==> src/rtl/cva5_types.sv <==
// rtl/cva5_types.sv - shared op encodings and FSM state type for the divider unit
package cva5_types;
  localparam logic [1:0] DIV_OP_DIV  = 2'b00;
  localparam logic [1:0] DIV_OP_DIVU = 2'b01;
  localparam logic [1:0] DIV_OP_REM  = 2'b10;
  localparam logic [1:0] DIV_OP_REMU = 2'b11;

  typedef enum logic [1:0] {
    DIV_IDLE,
    DIV_BUSY,
    DIV_DONE
  } div_fsm_t;
endpackage

==> src/rtl/div_iter_core.sv <==
// rtl/div_iter_core.sv - early-terminating radix-2 restoring divider on unsigned magnitudes
module div_iter_core #(
  parameter int DIV_WIDTH = 32
) (
  input  logic                       clk,
  input  logic                       rst_n,
  input  logic                       start,
  input  logic [DIV_WIDTH-1:0]       dividend,
  input  logic [DIV_WIDTH-1:0]       divisor,
  input  logic [$clog2(DIV_WIDTH):0] dividend_clz,
  input  logic [$clog2(DIV_WIDTH):0] divisor_clz,
  output logic [DIV_WIDTH-1:0]       quotient,
  output logic [DIV_WIDTH-1:0]       remainder,
  output logic                       done
);
  localparam int CLZ_W = $clog2(DIV_WIDTH) + 1;

  logic [DIV_WIDTH-1:0] quo_r, rem_r, div_r;
  logic [CLZ_W-1:0]     count, shift;
  logic [DIV_WIDTH:0]   diff;

  // Only called with divisor_clz >= dividend_clz, so the aligned divisor never overflows.
  assign shift = divisor_clz - dividend_clz;
  assign diff  = {1'b0, rem_r} - {1'b0, div_r};

  always_ff @(posedge clk or negedge rst_n) begin
    if (!rst_n) begin
      quo_r <= '0;
      rem_r <= '0;
      div_r <= '0;
      count <= '0;
    end else if (start) begin
      quo_r <= '0;
      rem_r <= dividend;
      div_r <= divisor << shift;
      count <= shift + CLZ_W'(1);
    end else if (count != '0) begin
      quo_r <= {quo_r[DIV_WIDTH-2:0], ~diff[DIV_WIDTH]};
      if (!diff[DIV_WIDTH]) rem_r <= diff[DIV_WIDTH-1:0];
      div_r <= div_r >> 1;
      count <= count - 1'b1;
    end
  end

  assign quotient  = quo_r;
  assign remainder = rem_r;
  assign done      = (count == CLZ_W'(1));
endmodule

==> src/rtl/div_unit_mq.sv <==
// rtl/div_unit_mq.sv - queued DIV/DIVU/REM/REMU unit; DIV_UNIT_REUSE_EN enables the operand-reuse store
module div_unit_mq
  import cva5_types::*;
#(
  parameter int DIV_WIDTH   = 32,
  parameter int QUEUE_DEPTH = 2,
  parameter int ID_WIDTH    = 3
) (
  input  logic                 clk,
  input  logic                 rst_n,
  input  logic                 issue_new_request,
  output logic                 issue_ready,
  input  logic [ID_WIDTH-1:0]  issue_id,
  input  logic [1:0]           op,
  input  logic [DIV_WIDTH-1:0] rs1,
  input  logic [DIV_WIDTH-1:0] rs2,
  output logic                 wb_done,
  input  logic                 wb_ack,
  output logic [DIV_WIDTH-1:0] wb_rd,
  output logic [ID_WIDTH-1:0]  wb_id
);
  localparam int CLZ_W = $clog2(DIV_WIDTH) + 1;
  localparam int PTR_W = (QUEUE_DEPTH > 1) ? $clog2(QUEUE_DEPTH) : 1;
  localparam int CNT_W = $clog2(QUEUE_DEPTH + 1);

  typedef struct packed {
    logic [DIV_WIDTH-1:0] dividend;
    logic [DIV_WIDTH-1:0] divisor;
    logic [CLZ_W-1:0]     dividend_clz;
    logic [CLZ_W-1:0]     divisor_clz;
    logic                 divisor_is_zero;
    logic                 negate_result;
    logic                 remainder_op;
    logic [ID_WIDTH-1:0]  id;
`ifdef DIV_UNIT_REUSE_EN
    logic [DIV_WIDTH-1:0] rs1;
    logic [DIV_WIDTH-1:0] rs2;
    logic                 op_unsigned;
`endif
  } entry_t;

  function automatic logic [CLZ_W-1:0] clz(input logic [DIV_WIDTH-1:0] v);
    logic [CLZ_W-1:0] result;
    result = CLZ_W'(DIV_WIDTH);
    for (int i = 0; i < DIV_WIDTH; i++) if (v[i]) result = CLZ_W'(DIV_WIDTH - 1 - i);
    return result;
  endfunction

  function automatic logic [DIV_WIDTH-1:0] negate_if(input logic [DIV_WIDTH-1:0] v, input logic neg);
    return neg ? -v : v;
  endfunction

  logic                 is_signed, rs1_neg, rs2_neg, divisor_zero;
  logic [DIV_WIDTH-1:0] dividend_mag, divisor_mag;
  entry_t               new_entry, head;

  assign is_signed    = (op == DIV_OP_DIV) || (op == DIV_OP_REM);
  assign rs1_neg      = is_signed & rs1[DIV_WIDTH-1];
  assign rs2_neg      = is_signed & rs2[DIV_WIDTH-1];
  assign dividend_mag = negate_if(rs1, rs1_neg);
  assign divisor_mag  = negate_if(rs2, rs2_neg);
  assign divisor_zero = (rs2 == '0);

  always_comb begin
    new_entry                 = '0;
    new_entry.dividend        = dividend_mag;
    new_entry.divisor         = divisor_mag;
    new_entry.dividend_clz    = clz(dividend_mag);
    new_entry.divisor_clz     = clz(divisor_mag);
    new_entry.divisor_is_zero = divisor_zero;
    new_entry.remainder_op    = op[1];
    new_entry.negate_result   = op[1] ? rs1_neg : ((rs1_neg ^ rs2_neg) & ~divisor_zero);
    new_entry.id              = issue_id;
`ifdef DIV_UNIT_REUSE_EN
    new_entry.rs1             = rs1;
    new_entry.rs2             = rs2;
    new_entry.op_unsigned     = op[0];
`endif
  end

  entry_t           queue_mem [QUEUE_DEPTH];
  logic [PTR_W-1:0] wr_ptr, rd_ptr;
  logic [CNT_W-1:0] count;
  logic             full, q_valid, push, pop;

  function automatic logic [PTR_W-1:0] ptr_inc(input logic [PTR_W-1:0] p);
    return (p == PTR_W'(QUEUE_DEPTH - 1)) ? '0 : p + 1'b1;
  endfunction

  assign full        = (count == CNT_W'(QUEUE_DEPTH));
  assign q_valid     = (count != '0);
  assign issue_ready = ~full;
  assign push        = issue_new_request & ~full;
  assign head        = queue_mem[rd_ptr];

  always_ff @(posedge clk or negedge rst_n) begin
    if (!rst_n) begin
      wr_ptr <= '0;
      rd_ptr <= '0;
      count  <= '0;
    end else begin
      if (push) wr_ptr <= ptr_inc(wr_ptr);
      if (pop) rd_ptr <= ptr_inc(rd_ptr);
      if (push && !pop) count <= count + 1'b1;
      else if (pop && !push) count <= count - 1'b1;
    end
  end

  always_ff @(posedge clk) begin
    if (push) queue_mem[wr_ptr] <= new_entry;
  end

  assert property (@(posedge clk) disable iff (!rst_n) !(issue_new_request && full));

  logic                 trivial, reuse_hit, head_fast, core_start, core_done;
  logic [DIV_WIDTH-1:0] core_quo, core_rem;

  assign trivial    = head.divisor_clz < head.dividend_clz;
  assign head_fast  = head.divisor_is_zero | trivial | reuse_hit;
  assign core_start = pop & ~head_fast;

`ifdef DIV_UNIT_REUSE_EN
  // The stored magnitudes are the core's own result registers, which only change on core_start.
  logic [DIV_WIDTH-1:0] last_rs1, last_rs2;
  logic                 last_unsigned, reuse_valid;

  always_ff @(posedge clk or negedge rst_n) begin
    if (!rst_n) begin
      last_rs1      <= '0;
      last_rs2      <= '0;
      last_unsigned <= 1'b0;
      reuse_valid   <= 1'b0;
    end else if (core_start) begin
      last_rs1      <= head.rs1;
      last_rs2      <= head.rs2;
      last_unsigned <= head.op_unsigned;
      reuse_valid   <= 1'b1;
    end
  end

  assign reuse_hit = reuse_valid && (head.rs1 == last_rs1) && (head.rs2 == last_rs2)
                     && (head.op_unsigned == last_unsigned);
`else
  assign reuse_hit = 1'b0;
`endif

  div_fsm_t state, next_state;

  always_ff @(posedge clk or negedge rst_n) begin
    if (!rst_n) state <= DIV_IDLE;
    else state <= next_state;
  end

  always_comb begin
    next_state = state;
    pop        = 1'b0;
    case (state)
      DIV_IDLE: pop = q_valid;
      DIV_BUSY: if (core_done) next_state = DIV_DONE;
      DIV_DONE: begin
        if (wb_ack) begin
          if (q_valid) pop = 1'b1;
          else next_state = DIV_IDLE;
        end
      end
      default: next_state = DIV_IDLE;
    endcase
    if (pop) next_state = head_fast ? DIV_DONE : DIV_BUSY;
  end

  div_iter_core #(.DIV_WIDTH(DIV_WIDTH)) core_i (
    .clk          (clk),
    .rst_n        (rst_n),
    .start        (core_start),
    .dividend     (head.dividend),
    .divisor      (head.divisor),
    .dividend_clz (head.dividend_clz),
    .divisor_clz  (head.divisor_clz),
    .quotient     (core_quo),
    .remainder    (core_rem),
    .done         (core_done)
  );

  logic [DIV_WIDTH-1:0] res_quo, res_rem, res_mag;
  logic                 res_from_core, res_neg, res_rem_op;
  logic [ID_WIDTH-1:0]  res_id;

  always_ff @(posedge clk or negedge rst_n) begin
    if (!rst_n) begin
      res_quo       <= '0;
      res_rem       <= '0;
      res_from_core <= 1'b0;
      res_neg       <= 1'b0;
      res_rem_op    <= 1'b0;
      res_id        <= '0;
    end else if (pop) begin
      res_quo       <= head.divisor_is_zero ? '1 : '0;
      res_rem       <= head.dividend;
      res_from_core <= ~head.divisor_is_zero & ~trivial;
      res_neg       <= head.negate_result;
      res_rem_op    <= head.remainder_op;
      res_id        <= head.id;
    end
  end

  assign res_mag = res_rem_op ? (res_from_core ? core_rem : res_rem)
                              : (res_from_core ? core_quo : res_quo);
  assign wb_rd   = negate_if(res_mag, res_neg);
  assign wb_id   = res_id;
  assign wb_done = (state == DIV_DONE);
endmodule

==> config.mk <==
export PLATFORM = sky130hd
export DESIGN_NAME = div_unit_mq
export DESIGN_NICKNAME = d
export VERILOG_FILES = /design/src/rtl/cva5_types.sv /design/src/rtl/div_iter_core.sv /design/src/rtl/div_unit_mq.sv
export SDC_FILE = /design/constraint.sdc
export NUM_CORES = 1
export LEC_CHECK = 0
export ABC_AREA = 1
export CAP_MARGIN = 20
export CELL_PAD_IN_SITES_DETAIL_PLACEMENT = 1
export CELL_PAD_IN_SITES_GLOBAL_PLACEMENT = 2
export CORE_UTILIZATION = 32
export DETAILED_ROUTE_END_ITERATION = 7
export PLACE_DENSITY_LB_ADDON = 0.1
export SKIP_LAST_GASP = 1
export SYNTH_ARGS = -nofsm -noshare
export SYNTH_HDL_FRONTEND = slang
export SYNTH_HIERARCHICAL = 1
export SYNTH_SLANG_ARGS = --single-unit
==> constraint.sdc <==
create_clock -name clk -period 4.4 [get_ports clk]
set_input_delay 1.1 -clock clk [delete_from_list [all_inputs] [get_ports clk]]
set_output_delay 1.1 -clock clk [all_outputs]
set_load 0.1 [all_outputs]
==> run metrics <==
largest stage delay on the critical path approximately 0.45 ns; cts bufs inserted 39; status finished with violations; first-pass GRT wire length ~110000 µm; Max-Cap Viols 0; endpoints failing setup 8; measured slew at the worst slew-check pin ~0.99 ns; FP Rows 92; Worst Clk Skew 0.0288 ns; Synth Area per Inst 7.23 µm²; crit path launch type flop; DRT iter0 DRCs 871; Pre-antenna DRT Iters 5; most common cell in the netlist nand2_1; vias in the first global route ~20000; Worst Setup SP res_from_core; ant diodes 0; final hold viol count 0; H-Tree Depth 2; kind of critical path flop to output pin; RSZ-0062 raised after global routing yes; Die Footprint between 60000 and 70000 µm²; max_slew headroom about 34%; Detail Placement HPWL around 56000 µm; # IOs between 100 and 150; worst min path class flop to flop; failing checks negative setup slack; crit path DAT 3.58 ns; Area contributors post-synth edfxtp_1 24%, nand2_1 20%, dfrtp_1 18%, inv_1 6.4%, nand3_1 5.1%; Initial Util between 30% and 40%; RR Startpoint rd_ptr; dpl ws -0.138 ns; # DRC 0; Nets ~3100; Mapped Nets 2996; crit share post-route 106%; Total Routing Usage GR between 20% and 30%; Final Max Tran Viols 0; Post-synth EDFFs 164; CTS Buffer Depth 3; Antenna Nets Post-Route 0; highest metal used met4; hold_ws 0.472 ns; Synth Register Bits ~310; Die Height 257 µm; initial antenna violation count 0; WP data required ~3.3 ns; crit path capture type output pin; Worst-Skew Late Latency ~0.57 ns; share of post-route cells with drive strength above 1 between 10 and 15%; most used flip-flop cell after synthesis edfxtp_1; RD Place Congestion roughly 0.86; Final Util about two fifths; setup ws final -0.276 ns; CTS clk-pin slew, worst paths ~0.06 ns; Seq/Total Area, Yosys between 40% and 50%; clock sinks approximately 310; post-synth top area share between 20% and 30%; Mapped Cells 2870; Cell Chain, Critical Path buf_4 -> buf_4 -> nand2_1 -> a32o_2 -> nand3_2 -> nor2_2 -> nand3_2 -> nor2_4 -> nand4_1 -> nor2_2 -> nand3_2 -> nor2_4 -> nand4_4 -> o21ai_2 -> xor2_4 -> buf_12; Syn-to-layout area delta 20.5%; Synth async-reset ratio 47.3%; Worst Path Max Fanout 21; DR WL/cell roughly 18 µm; largest net degree at the start of global routing 81; Synth top cells by count 1083 x nand2_1, 353 x inv_1, 210 x nand3_1; slowest CP cell dfrtp_2; M1 wire length ~34000 µm; clock root cell clkbuf_16; FMAX roughly 0.21 GHz; Syn Std Cell Area between 20000 and 25000 µm²; via-per-instance ratio 4.89; YS warnings 6; grt total ovfl 0; Chip Width around 260 µm; Most common cell on crit path nand3_2; fin crit period ~4.7 ns; met3 wire length between 1500 and 2000 µm; post-synth top area cell edfxtp_1; Worst Hold Launch res_rem[15]; Core Box Area roughly 64000 µm²; synth unique cells 63; vias 19000; CTS tree yes; met2 wire len roughly 35000 µm; total wire length between 70000 and 80000 µm; CTS Hold Buffers Added 0; port bufs around 110
-- repair_timing --
item                                    in CTS  in global routing
endpoints found under the setup margin      12                 15
buffers inserted                             7                  1
endpoints found under the hold margin        0                  0
pin swaps                                    6                  8
resized for setup                           27                 15
-- placed cells by master (no fill, tap or decap), types with 25 or more instances in the layout --
cell	synthesis	layout
nand3_1	210	206
edfxtp_1	164	164
nand4_1	25	25
ha_1	51	51
clkbuf_16	0	40
nor2_1	180	171
dfrtp_1	147	145
a21oi_1	71	70
inv_2	35	36
inv_1	353	352
nand2_1	1083	1077
buf_4	5	99
buf_12	0	34
o21ai_0	86	83
xor2_1	60	57
o22ai_1	38	38
clkdlybuf4s50_1	0	76
-- critical path: cells and delay by family (launching register included) --
| kind | cells | cell delay, ns |
|---|---|---|
| DFF | 1 | 0.45 |
| and+or+nand+nor | 10 | 1.29 |
| AOI/OAI and AO/OA | 2 | 0.51 |
| xor gates and xnor gates | 1 | 0.19 |
| buffers and inverters | 3 | 0.56 |
-- sequential cells by signal, indices dropped and copies added (netlist names), 2 cells and up --
signal,count
res_rem,32
wb_id,3
core_i/quotient,32
queue_mem,164
core_i/count,6
core_i/remainder,32
core_i/div_r,32
count,2
state,2
-- kinds of logic (layout without fill, tap and decap cells) --
logic type / after synthesis / in the layout / share of synthesized area (%)
AO/OA/AOI/OAI: 301 / 301 / 9.10
XOR/XNOR: 91 / 91 / 3.95
adder cells (fa/ha/maj): 53 / 53 / 3.27
buffers and inverters: 502 / 675 / 9.53
flip-flops: 311 / 311 / 41.5
multiplexers: 4 / 4 / 0.193
AND/OR/NAND/NOR: 1608 / 1608 / 32.5
-- cell type report --
class | count | area [µm²]
clock inverters | 14 | 130
fillers | 7875 | 38500
clock buffers | 52 | 1090
flip-flops and latches | 311 | 8610
inverters | 396 | 1490
multi-input cells | 2057 | 10400
well taps | 846 | 1060
repair buffers | 213 | 2230
-- per-stage QoR --
stage               std cells  area [µm²]  setup TNS, ns
floorplan                2870       20800        -147.47
global placement         3815       23600         -0.135
detailed placement       3815       23600          -1.69
CTS                      3888       24900          -1.17
global route             3889       25000          -2.83
finish                   3889       25000         -0.980
-- layer usage --
| metal | global-route usage [%] | vias up |
|---|---|---|
| met3 | 2.24 | 76 |
| li1 | - | 9488 |
| met1 | 29.3 | 9245 |
| met4 | 4.81 | 0 |
| met2 | 37.7 | 225 |
| met5 | 0 | - |
-- worst paths after layout --
kind	end	slack, ns	cells past startpoint
max in group asynchronous	wr_ptr	3.05	2
setup reg to reg	core_i/div_r[31]	0.48	16
min in group asynchronous	core_i/quotient[24]	0.50	1
hold / removal	res_rem[15]	0.47	2
hold reg to reg	res_rem[15]	0.47	2
setup / recovery	wb_rd[29]	-0.28	16
Power is left out: the tool's default activity adds up to more than one toggle a clock period on the data nets, which glitch-free logic cannot reach.
